<file path="config.mk">
export PLATFORM = sky130hd
export DESIGN_NAME = keypad_scanner_flat
export DESIGN_NICKNAME = d
export VERILOG_FILES = /design/src/rtl/keypad_scanner_if.sv /design/src/rtl/keypad_scanner.sv /design/src/flat_wrapper.sv
export SDC_FILE = /design/constraint.sdc
export NUM_CORES = 1
export LEC_CHECK = 0
export ABC_AREA = 1
export CORE_UTILIZATION = 30
export CTS_CLUSTER_DIAMETER = 150
export DETAILED_ROUTE_END_ITERATION = 6
export SYNTH_ARGS = -nofsm -noshare
export SYNTH_HDL_FRONTEND = slang
export SYNTH_SLANG_ARGS = --single-unit
</file>
<file path="constraint.sdc">
create_clock -name clk -period 4.4 [get_ports clk]
set_input_delay 0.66 -clock clk [delete_from_list [all_inputs] [get_ports clk]]
set_output_delay 0.66 -clock clk [all_outputs]
set_load 0.02 [all_outputs]
</file>
<file path="src/rtl/keypad_scanner_if.sv">
`default_nettype none
// +--------------------------------------------------------------------+
// | keypad_scanner_if : keypad matrix lines plus accepted-key outputs  |
// | Revision: 1.0                                                      |
// +--------------------------------------------------------------------+
interface keypad_scanner_if;
  logic [3:0] row_n;
  logic [3:0] col_n;
  logic [3:0] key_code;
  logic       key_valid;
  logic       key_held;

  modport master (
    input  row_n,
    output col_n,
    output key_code,
    output key_valid,
    output key_held
  );

  modport slave (
    output row_n,
    input  col_n,
    input  key_code,
    input  key_valid,
    input  key_held
  );
endinterface
`default_nettype wire

</file>
<file path="src/rtl/keypad_scanner.sv">
`default_nettype none
// +--------------------------------------------------------------------+
// | keypad_scanner : 4x4 matrix column scan, debounce, one code/press  |
// | Revision: 1.0                                                      |
// +--------------------------------------------------------------------+
module keypad_scanner #(
  parameter int SCAN_TICKS   = 125000,
  parameter int DEBOUNCE_CNT = 4
) (
  input  wire logic         clk,
  input  wire logic         rst,
  keypad_scanner_if.master  kp
);

  typedef enum logic [1:0] {
    S_SCAN     = 2'd0,
    S_DEBOUNCE = 2'd1,
    S_ACCEPT   = 2'd2,
    S_PRESSED  = 2'd3
  } state_t;

  localparam logic [16:0] TICK_LAST  = 17'(SCAN_TICKS - 1);
  localparam logic [3:0]  DEB_TARGET = 4'(DEBOUNCE_CNT);

  state_t      state_q, state_d;
  logic [3:0]  row_meta_q, row_s_q;
  logic [16:0] tick_cnt_q;
  logic [3:0]  col_n_q, col_n_d;
  logic [1:0]  cap_row_q, cap_row_d;
  logic [1:0]  cap_col_q, cap_col_d;
  logic [3:0]  deb_cnt_q, deb_cnt_d;
  logic [3:0]  rel_cnt_q, rel_cnt_d;
  logic [3:0]  key_code_q, key_code_d;
  logic        key_valid_q, key_valid_d;
  logic        key_held_q, key_held_d;

  logic        tick_w;
  logic        any_row_w;
  logic [1:0]  row_idx_w;
  logic [1:0]  col_idx_w;
  logic        cap_low_w;
  logic [3:0]  col_rot_w;

  assign tick_w    = (tick_cnt_q == TICK_LAST);
  assign any_row_w = (row_s_q != 4'b1111);
  assign cap_low_w = ~row_s_q[cap_row_q];
  assign col_rot_w = {col_n_q[2:0], col_n_q[3]};

  always_comb begin
    row_idx_w = 2'd0;
    if (!row_s_q[0])      row_idx_w = 2'd0;
    else if (!row_s_q[1]) row_idx_w = 2'd1;
    else if (!row_s_q[2]) row_idx_w = 2'd2;
    else if (!row_s_q[3]) row_idx_w = 2'd3;
  end

  always_comb begin
    col_idx_w = 2'd0;
    case (col_n_q)
      4'b1110: col_idx_w = 2'd0;
      4'b1101: col_idx_w = 2'd1;
      4'b1011: col_idx_w = 2'd2;
      4'b0111: col_idx_w = 2'd3;
      default: col_idx_w = 2'd0;
    endcase
  end

  // Outputs are loaded on the completing tick so they appear one cycle later,
  // i.e. during the single ACCEPT cycle.
  always_comb begin
    state_d     = state_q;
    col_n_d     = col_n_q;
    cap_row_d   = cap_row_q;
    cap_col_d   = cap_col_q;
    deb_cnt_d   = deb_cnt_q;
    rel_cnt_d   = rel_cnt_q;
    key_code_d  = key_code_q;
    key_valid_d = 1'b0;
    key_held_d  = key_held_q;
    case (state_q)
      S_SCAN: begin
        if (tick_w) begin
          if (!any_row_w) begin
            col_n_d = col_rot_w;
          end else begin
            cap_row_d = row_idx_w;
            cap_col_d = col_idx_w;
            deb_cnt_d = 4'd1;
            if (DEBOUNCE_CNT == 1) begin
              state_d     = S_ACCEPT;
              key_code_d  = {row_idx_w, col_idx_w};
              key_valid_d = 1'b1;
              key_held_d  = 1'b1;
            end else begin
              state_d = S_DEBOUNCE;
            end
          end
        end
      end
      S_DEBOUNCE: begin
        if (tick_w) begin
          if (cap_low_w) begin
            deb_cnt_d = deb_cnt_q + 4'd1;
            if (deb_cnt_q + 4'd1 == DEB_TARGET) begin
              state_d     = S_ACCEPT;
              key_code_d  = {cap_row_q, cap_col_q};
              key_valid_d = 1'b1;
              key_held_d  = 1'b1;
            end
          end else begin
            deb_cnt_d = 4'd0;
            col_n_d   = col_rot_w;
            state_d   = S_SCAN;
          end
        end
      end
      S_ACCEPT: begin
        deb_cnt_d = 4'd0;
        rel_cnt_d = 4'd0;
        state_d   = S_PRESSED;
      end
      S_PRESSED: begin
        if (tick_w) begin
          if (!cap_low_w) begin
            rel_cnt_d = rel_cnt_q + 4'd1;
            if (rel_cnt_q + 4'd1 == DEB_TARGET) begin
              rel_cnt_d  = 4'd0;
              key_held_d = 1'b0;
              col_n_d    = col_rot_w;
              state_d    = S_SCAN;
            end
          end else begin
            rel_cnt_d = 4'd0;
          end
        end
      end
      default: state_d = S_SCAN;
    endcase
  end

  always_ff @(posedge clk or negedge rst) begin
    if (!rst) begin
      row_meta_q  <= 4'b1111;
      row_s_q     <= 4'b1111;
      tick_cnt_q  <= 17'd0;
      state_q     <= S_SCAN;
      col_n_q     <= 4'b1110;
      cap_row_q   <= 2'd0;
      cap_col_q   <= 2'd0;
      deb_cnt_q   <= 4'd0;
      rel_cnt_q   <= 4'd0;
      key_code_q  <= 4'd0;
      key_valid_q <= 1'b0;
      key_held_q  <= 1'b0;
    end else begin
      row_meta_q  <= kp.row_n;
      row_s_q     <= row_meta_q;
      tick_cnt_q  <= tick_w ? 17'd0 : tick_cnt_q + 17'd1;
      state_q     <= state_d;
      col_n_q     <= col_n_d;
      cap_row_q   <= cap_row_d;
      cap_col_q   <= cap_col_d;
      deb_cnt_q   <= deb_cnt_d;
      rel_cnt_q   <= rel_cnt_d;
      key_code_q  <= key_code_d;
      key_valid_q <= key_valid_d;
      key_held_q  <= key_held_d;
    end
  end

  assign kp.col_n     = col_n_q;
  assign kp.key_code  = key_code_q;
  assign kp.key_valid = key_valid_q;
  assign kp.key_held  = key_held_q;

endmodule
`default_nettype wire

</file>
<file path="src/flat_wrapper.sv">
// flat-port wrapper written by rule: the top's interface ports become plain ports
module keypad_scanner_flat 
#(
  parameter int SCAN_TICKS   = 125000,
  parameter int DEBOUNCE_CNT = 4
)
  (clk, rst, kp_row_n, kp_col_n, kp_key_code, kp_key_valid, kp_key_held);
  keypad_scanner_if kp_i ();
  input  wire logic clk;
  input  wire logic rst;
  input wire logic [$bits(kp_i.row_n)-1:0] kp_row_n;
  output wire logic [$bits(kp_i.col_n)-1:0] kp_col_n;
  output wire logic [$bits(kp_i.key_code)-1:0] kp_key_code;
  output wire logic [$bits(kp_i.key_valid)-1:0] kp_key_valid;
  output wire logic [$bits(kp_i.key_held)-1:0] kp_key_held;
  assign kp_i.row_n = kp_row_n;
  assign kp_col_n = kp_i.col_n;
  assign kp_key_code = kp_i.key_code;
  assign kp_key_valid = kp_i.key_valid;
  assign kp_key_held = kp_i.key_held;
  keypad_scanner #(.SCAN_TICKS(SCAN_TICKS), .DEBOUNCE_CNT(DEBOUNCE_CNT)) u_core (.clk(clk), .rst(rst), .kp(kp_i));
endmodule
</file>
After elaboration in Yosys (flattened, before gate mapping)
Index checks and enable logic that the tools add are counted.
Widths: inputs -> output; s select.
{"block": "totals", "ff_bits": 49, "latchBits": 0, "ram_bits": 0, "rom_bits": 0, "in_bits": 6, "out_inout_bits": 10, "word_cells": 95, "memories": 0}
{"block": "op_classes", "add_sub_neg": 3, "mul": 0, "n_div": 0, "n_lt_le_gt_ge": 1, "eq_ne": 21, "shifts": 0, "mux": 45, "n_bitwise": 1, "reduce_logical": 12}
{"cell": "$mux 4", "count": 14}
{"cell": "$mux 2", "count": 12}
{"cell": "$pmux 4 s3", "count": 2}
{"cell": "$add 17x1->17 const B", "count": 1}
{"cell": "$eq 17x17->1 const B", "count": 1}
{"cell": "$mux 17", "count": 1}
{"cell": "$ne 2x1->1 const B", "count": 8}
{"cell": "$reduce_and 7->1", "count": 2}
{"cell": "$eq 4x3->1 const B", "count": 3}
{"cell": "$mux 1", "count": 11}
{"cell": "$add 4x1->4 const B", "count": 2}
{"cell": "$eq 4x4->1 const B", "count": 2}
{"cell": "$pmux 2 s4", "count": 1}
{"cell": "$pmux 4 s2", "count": 1}
{"cell": "$reduce_and 4->1", "count": 2}
{"cell": "$reduce_and 8->1", "count": 1}
{"cell": "$pmux 2 s3", "count": 1}
{"cell": "$reduce_bool 3->1", "count": 2}
{"cell": "$eq 2x2->1 const B", "count": 2}
{"cell": "$ne 2x2->1 const B", "count": 2}
{"cell": "$ne 4x4->1 const B", "count": 1}
{"cell": "$reduce_bool 2->1", "count": 2}
{"cell": "$lt 2x3->1 const B", "count": 1}
{"cell": "$ne 3x1->1 const B", "count": 1}
{"cell": "other kinds (7)", "count": 7}

Depth between registers and ports, before layout
Gate-level depths: netlist of run 1.
{"block": "depth", "depth_word": 6, "ltp_mapped": 12}

Worst setup path after synthesis of run 1
Ideal clock, no wire load.
{"block": "synth_timing", "path_kind": "reg2reg", "start": "register u_core.tick_cnt_q[0]", "end": "register u_core.col_n_q[0], in the netlist u_core.kp.col_n[0]", "t_arrival_ns": 1.442, "slack_ns": 2.841, "path_stages_with_launch": 13, "path_buffers": 1, "period_less_slack_ns": 1.559, "cell_sequence": "dfrtp_1 ha_1 nand2_1 inv_1 nand2_1 nor2_2 nand2_2 nand2_1 and3_1 buf_6 nand2_4 nand2_1 nand2_1"}
{"block": "synth_via", "elab_chain_len": 3, "word_cells_on_any_way": 5}
{"item": "start, declared", "line": "keypad_scanner.sv:27", "source": "logic [16:0] tick_cnt_q;"}
{"item": "start signal, assigned", "line": "keypad_scanner.sv:158", "source": "tick_cnt_q <= tick_w ? 17'd0 : tick_cnt_q + 17'd1;"}
{"item": "$eq 17x17->1 *", "line": "keypad_scanner.sv:44", "source": "assign tick_w = (tick_cnt_q == TICK_LAST);"}
{"item": "$ne 2x1->1 (no line)"}
{"item": "$reduce_and 8->1 (no line) *"}
{"item": "end signal, assigned", "line": "keypad_scanner.sv:160", "source": "col_n_q <= col_n_d;"}
{"item": "end, declared", "line": "keypad_scanner.sv:28", "source": "logic [3:0] col_n_q, col_n_d;"}
Every way passes the cells marked *; elsewhere a longest branch is shown, timed or not.
A chain may end at the register's enable or synchronous reset.

Final worst setup path of run 1
{"block": "layout_timing", "start": "register u_core.col_n_q[3], in the netlist u_core.kp.col_n[3]", "end": "output port kp_col_n[3]"}
{"item": "end, declared", "line": "flat_wrapper.sv:12", "source": "output wire logic [$bits(kp_i.col_n)-1:0] kp_col_n;"}
No word-level cell between the ends.

==> metrics, run 1 <==
TritonCTS clock tree=done; DP Wirelength=3640 µm; hold crit path type=reg -> reg; FF/Latch Area=between 1000 and 1500 µm²; Ys Warns=0; Worst-Margin Slew=0.597 ns; Critical Path, Cell by Cell=clkdlybuf4s50_1; Gate Count Post-Synth=326; Setup CP Type=reg -> out; Routed wire per std cell=10.5 µm; synthesized flop and latch total=49; H-tree Lvls=2; Routed Antenna Nets=0; critical path peak fanout=6; DR pass1 iterations=4; # diodes=0; Tcrit/Tclk final=0.490; IO buf count=15; Non-Filler Instances=around 450; Simple-Gate Fraction of Synth Area=0.318; CP peak stage delay=0.61 ns; PD cells=247 nW/µm²; clk slew on worst S/H paths=0.09 ns; crit end category=output port; Seq/Total Area, Yosys=0.477; Ports=16; critical path's top delay family=buffers and inverters; worst r2r src=u_core.tick_cnt_q[0]$_DFF_PN0_; Logic pwr share=0.023; unrepaired setup endpoints after global routing=false; Slowest cell on crit path=clkdlybuf4s50_1; global route overflow=0; Die ar.=9040 µm²; Placer Congestion=0.882; fmax=between 0.4 and 0.5 GHz; post-CTS sizing=0; Via density=4.52; outcome=completed; post-synthesis xor/xnor area fraction=0.0270; Syn Area/Cell=about 8.0 µm²; Clock Path Buffers=2; post-synthesis compound-gate area fraction=0.0558; number of global-route vias before repair=2079; area leader, netlist=dfrtp_1; Die Span Y=95.1 µm; critical path launch point type=flop; clock power share=0.344; Reg2Reg Depth=11; share of the synthesized area in the top cell type=0.366; final setup fails=0; syn_nets=342; TNS Setup=0 ns; final setup margin=2.25 ns; WP data required=approximately 3.7 ns; post-synthesis mux area share=0; Worst R2R Setup Slack=2.57 ns; area taken by multi-input logic gates=1170 µm²; Netlist cell types=31; worst hold endpoint=u_core.row_s_q[0]$_DFF_PN1_; clock sinks=49; synth top area cells=dfrtp_1, nand2_1, dfstp_2, inv_1, nor2_1; Hold Startpoint=u_core.row_meta_q[0]$_DFF_PN1_; RR Endpoint=u_core.kp.col_n[0]$_DFFE_PN0P_; leak pwr=1.37 nW; number of nets in the layout=362; first-pass GRT wire length=8890 µm; root buffer cell=clkbuf_8; core area=8300 µm²; DP Cell Count=444; clock skew=0.00860 ns; Post-Syn Area=2600 µm²; # DRC=0; Area Growth Syn to Fin=13.0%; NetSw=0.000153 W; Setup Fix Bufs, Post-CTS=0; Slew Viols, Final=0; minimum clock period=2.15 ns; clock latency on the worst-skew pair=roughly 0.30 ns; Initial Util=0.313; Die Width=approximately 95 µm; hold slack=0.352 ns; Max Cap Viol=0; largest family of logic cells by synthesized area=simple AND/OR/NAND/NOR gates; Slew HR=0.602; GRT Total Usage=0.125; maximum VDD drop=112 µV; Sw Share=0.210; final hold violation count=0; cts hold-fix bufs=0; Post-Synth Adder-Cell Area=0.0481; CP bufs+invs=1; Routed Wire Length=4760 µm; Std-Cell Rows=33; DR vias=2042; initial antenna violation count=0; initial drt markers=79; DP Worst Slack=2.56 ns; Sequential Power Share=0.633; Hold Path Stages=0; CTS buffer count=5; Internal=0.000573 W; fillcell total=between 800 and 900; WP data arrival=1.49 ns; layout cell share with drive strength beyond 1=0.0980; largest net degree at the start of global routing=50
## cells in the mapped netlist, drive strengths merged
library cell and count:
and3 1, nor3b 1, ha 10, o21ai 19
or2 3, nor2 37, nor3 7, inv 43
dfrtp 38, nor4 4, a21oi 4, o31ai 1
clkbuf 1, nand3 24, dfstp 11, nand4 7
o22ai 1, buf 2, nand2 102, a21o 1
a32oi 1, xor2 8
## placed cells by master (no fill, tap or decap)
master	n
xor2_1	8
nor3_1	6
and3_1	1
o21ai_1	2
nand2_4	1
nor2_1	34
buf_2	1
inv_2	2
buf_4	1
nor2_2	3
or2_0	1
nor3b_1	1
clkbuf_8	5
dfstp_2	11
o22ai_1	1
o21ai_0	17
dfrtp_1	38
a21o_1	1
nand3_4	1
a32oi_1	1
nand2_1	97
nor3_4	1
nand4_1	7
nand2_2	4
or2_2	2
a21oi_1	4
nor4_1	4
clkbuf_1	1
clkdlybuf4s50_1	14
inv_1	41
o31ai_1	1
nand3_1	23
ha_1	10
clkinv_2	2
## routing by layer
layer | track usage | part of all wire | wire, µm
met5 | 0 | 0 | 0
met1 | 0.158 | 0.52 | 2450
met4 | 0.0455 | 0.016 | 78
met2 | 0.206 | 0.44 | 2090
met3 | 0.0303 | 0.029 | 137
## power by group through the flow
stage | registers [W] | clock network (W) | logic (W)
after CTS | 0.000459 | 0.000264 | 0.0000179
after global routing | 0.000459 | 0.000287 | 0.0000202
after global placement | 0.000467 | 0 | 0.0000176
after detailed placement | 0.000467 | 0 | 0.0000179
after floorplan | 0.000467 | 0 | 0.00000342
final | 0.000459 | 0.000249 | 0.0000168
## through the flow
stage	cell area, µm²	power [W]	utilization
after floorplan	2600	0.000470	-
after global placement	2850	0.000485	0.344
after detailed placement	2850	0.000485	0.344
after CTS	2940	0.000741	0.354
after global routing	2940	0.000767	0.354
final	2940	0.000725	0.354
## area by class of cell
type / instances / share of cell area
Timing Repair Buffer: 16 / 0.0520
Multi-Input combinational cell: 231 / 0.398
Sequential cell: 49 / 0.422
Tap cell: 105 / 0.0448
Clock buffer: 6 / 0.0247
Clock inverter: 2 / 0.00341
Inverter: 43 / 0.0550
## kinds of logic after synthesis
family / Yosys count
and+or+nand+nor: 186
DFF: 49
buffers and inverters: 46
AOI/OAI and AO/OA: 27
adders and majority gates: 10
xor gates and xnor gates: 8
## worst max-delay path by stage
stage | startpoint | end | slack [ns] | cells past startpoint
after floorplan | u_core.tick_cnt_q[0]$_DFF_PN0_ | u_core.kp.col_n[0]$_DFFE_PN0P_ | 2.84 | 12
after global placement | u_core.kp.col_n[3]$_DFFE_PN1P_ | kp_col_n[3] | 2.58 | 1
after detailed placement | u_core.kp.col_n[3]$_DFFE_PN1P_ | kp_col_n[3] | 2.56 | 1
after CTS | u_core.kp.col_n[3]$_DFFE_PN1P_ | kp_col_n[3] | 2.23 | 1
after global routing | u_core.kp.col_n[3]$_DFFE_PN1P_ | kp_col_n[3] | 2.18 | 1
final | u_core.kp.col_n[3]$_DFFE_PN1P_ | kp_col_n[3] | 2.25 | 1
## worst reg2reg max path, delay by kind of cell, from the launching register on
kind | cells | cell delay [ns]
buffers and inverters | 1 | 0.11
adder cells (fa/ha/maj) | 1 | 0.19
flip-flops | 1 | 0.37
AND/OR/NAND/NOR | 9 | 1.06
## registers in the layout (all words and copies together), names as in the netlist, named ones only
signal and cells:
u_core.rel_cnt_q 4, u_core.kp.key_code 4, u_core.kp.key_valid 1, u_core.kp.key_held 1, u_core.deb_cnt_q 4, u_core.row_s_q 4, u_core.cap_col_q 2, u_core.row_meta_q 4
u_core.tick_cnt_q 17, u_core.kp.col_n 4, u_core.state_q 1, u_core.cap_row_q 2
Note: power is estimated with default switching activity, not from simulation.
==> inputs of run 2 (changes only) <==
==> constraint.sdc (replaced) <==
create_clock -name clk -period 2.1 [get_ports clk]
set_input_delay 0.315 -clock clk [delete_from_list [all_inputs] [get_ports clk]]
set_output_delay 0.315 -clock clk [all_outputs]
set_load 0.02 [all_outputs]
==> run 2 against run 1 <==
Final area is 0.26% higher. Core utilization increased by 0.090 points. Hold slack got worse by 0.25 ns. Critical path depth stayed put. Count of clock-buffer cells in the layout increased by 2. Sequential power is 110% higher. Register-to-register slack got worse by 2.3 ns. Total power up 120%.
==> metrics, run 2 (synthesis gave the netlist of run 1 again) <==
outcome=completed; DR vias=between 2000 and 2500; WP data arrival=roughly 1.5 ns; cts hold-fix bufs=0; NetSw=0.000323 W; IO buf count=15; Setup Fix Bufs, Post-CTS=0; final setup fails=0; hold slack=a little over 0.1 ns; Tcrit/Tclk final=0.869; register name with the most flops=u_core.tick_cnt_q; TritonCTS clock tree=done; Area Growth Syn to Fin=13.2%; Die Width=approximately 95 µm; Routed wire per std cell=10.7 µm; leading cell type in the layout, fill and taps excluded=nand2_1; leak pwr=1.38 nW; Placer Congestion=roughly 0.90; Critical Path, Cell by Cell=clkdlybuf4s50_1; core area=8300 µm²; fmax=around 0.55 GHz; PD cells=approximately 530 nW/µm²; global route overflow=0; Sw Share=0.207; DR pass1 iterations=4; Initial Util=0.313; initial drt markers=103; # DRC=0; Max Cap Viol=0; Clock Path Buffers=2; final hold violation count=0; clock latency on the worst-skew pair=0.30 ns; CP peak stage delay=0.62 ns; Routed Antenna Nets=0; layout cell share with drive strength beyond 1=0.0951; Worst R2R Setup Slack=0.29 ns; Logic pwr share=0.023; Slew Viols, Final=0; Std-Cell Rows=33; fillcell total=around 860; Core Util, Final=0.355; Ports=16; largest net degree at the start of global routing=50; Via density=~4.5; clock sinks=between 40 and 50; commonest cells after routing, fill and taps aside=nand2_1, inv_1, dfrtp_1; Die ar.=~9000 µm²; Slew HR=0.588; hold crit path type=in -> async; WP data required=1.78 ns; # diodes=0; number of nets in the layout=362; max reg flops=17; Worst-Margin Slew=0.618 ns; clock power share=0.362; Reg2Reg Depth=11; RR Endpoint=u_core.kp.col_n[0]$_DFFE_PN0P_; critical path's top delay family=buffers and inverters; Slowest cell on crit path=clkdlybuf4s50_1; TNS Setup=0 ns; DP Wirelength=3600 µm; Sequential Power Share=0.616; initial antenna violation count=0; clk slew on worst S/H paths=0.09 ns; CP bufs+invs=1; Setup CP Type=reg -> out; number of global-route vias before repair=1888; critical path peak fanout=6; minimum clock period=between 1.5 and 2 ns; crit end category=output port; H-tree Lvls=2; post-CTS sizing=0; GRT Total Usage=0.122; unrepaired setup endpoints after global routing=false; Die Span Y=95.1 µm; CTS buffer count=5; maximum VDD drop=270 µV; Internal=0.00124 W; first-pass GRT wire length=8680 µm; worst r2r src=u_core.tick_cnt_q[0]$_DFF_PN0_; critical path launch point type=flop; clock skew=just over 0.008 ns; Routed Wire Length=~4800 µm; root buffer cell=clkbuf_8
==> run 2: cell count changes in the layout (fill, tap and decap cells not counted), sizes merged <==
cell / before / now
clkinv: 2 / 0
clkbuf: 6 / 8
==> run 2: routing by layer <==
layer  global-route usage  part of all wire  up-vias
met5                    0                 0        -
met3               0.0199             0.030        7
met1                0.168              0.52      914
met4               0.0530             0.021        0
li1                     -                 -     1073
met2                0.189              0.43       36
==> run 2: how the worst max path moves through the flow <==
stage / endpoint / cells past startpoint / start / slack [ns]
floorplan: u_core.kp.col_n[0]$_DFFE_PN0P_ / 12 / u_core.tick_cnt_q[0]$_DFF_PN0_ / 0.54
global placement: u_core.tick_cnt_q[10]$_DFF_PN0_ / 9 / u_core.tick_cnt_q[0]$_DFF_PN0_ / 0.33
detailed placement: u_core.kp.col_n[0]$_DFFE_PN0P_ / 11 / u_core.tick_cnt_q[0]$_DFF_PN0_ / 0.29
CTS: kp_col_n[3] / 1 / u_core.kp.col_n[3]$_DFFE_PN1P_ / 0.26
global route: u_core.tick_cnt_q[10]$_DFF_PN0_ / 9 / u_core.tick_cnt_q[0]$_DFF_PN0_ / 0.07
finish: kp_col_n[3] / 1 / u_core.kp.col_n[3]$_DFFE_PN1P_ / 0.27
==> run 2: cell type report <==
class | count | area, µm² | area share
timing repair buffer | 16 | 153 | 0.0519
clock buffer | 8 | 90.1 | 0.0306
inverter | 43 | 161 | 0.0548
multi-input combinational | 231 | 1170 | 0.397
sequential | 49 | 1240 | 0.421
tap | 105 | 131 | 0.0446
==> run 2: per-stage QoR <==
step | cells | power [W] | setup WS (ns) | area [µm²]
2_1_floorplan | 326 | 0.000985 | 0.541 | 2600
3_3_place_gp | 444 | 0.00102 | 0.330 | 2850
3_5_place_dp | 444 | 0.00102 | 0.287 | 2850
4_1_cts | 452 | 0.00159 | 0.263 | 2940
5_1_grt | 452 | 0.00164 | 0.0730 | 2940
6_report | 452 | 0.00156 | 0.274 | 2940
==> run 2: power by group through the flow <==
stage               registers (W)    logic, W  clock network, W
floorplan                0.000978  0.00000715                 0
global placement         0.000979   0.0000375                 0
detailed placement       0.000979   0.0000376                 0
CTS                      0.000961   0.0000377          0.000592
global route             0.000962   0.0000428          0.000631
finish                   0.000961   0.0000356          0.000564
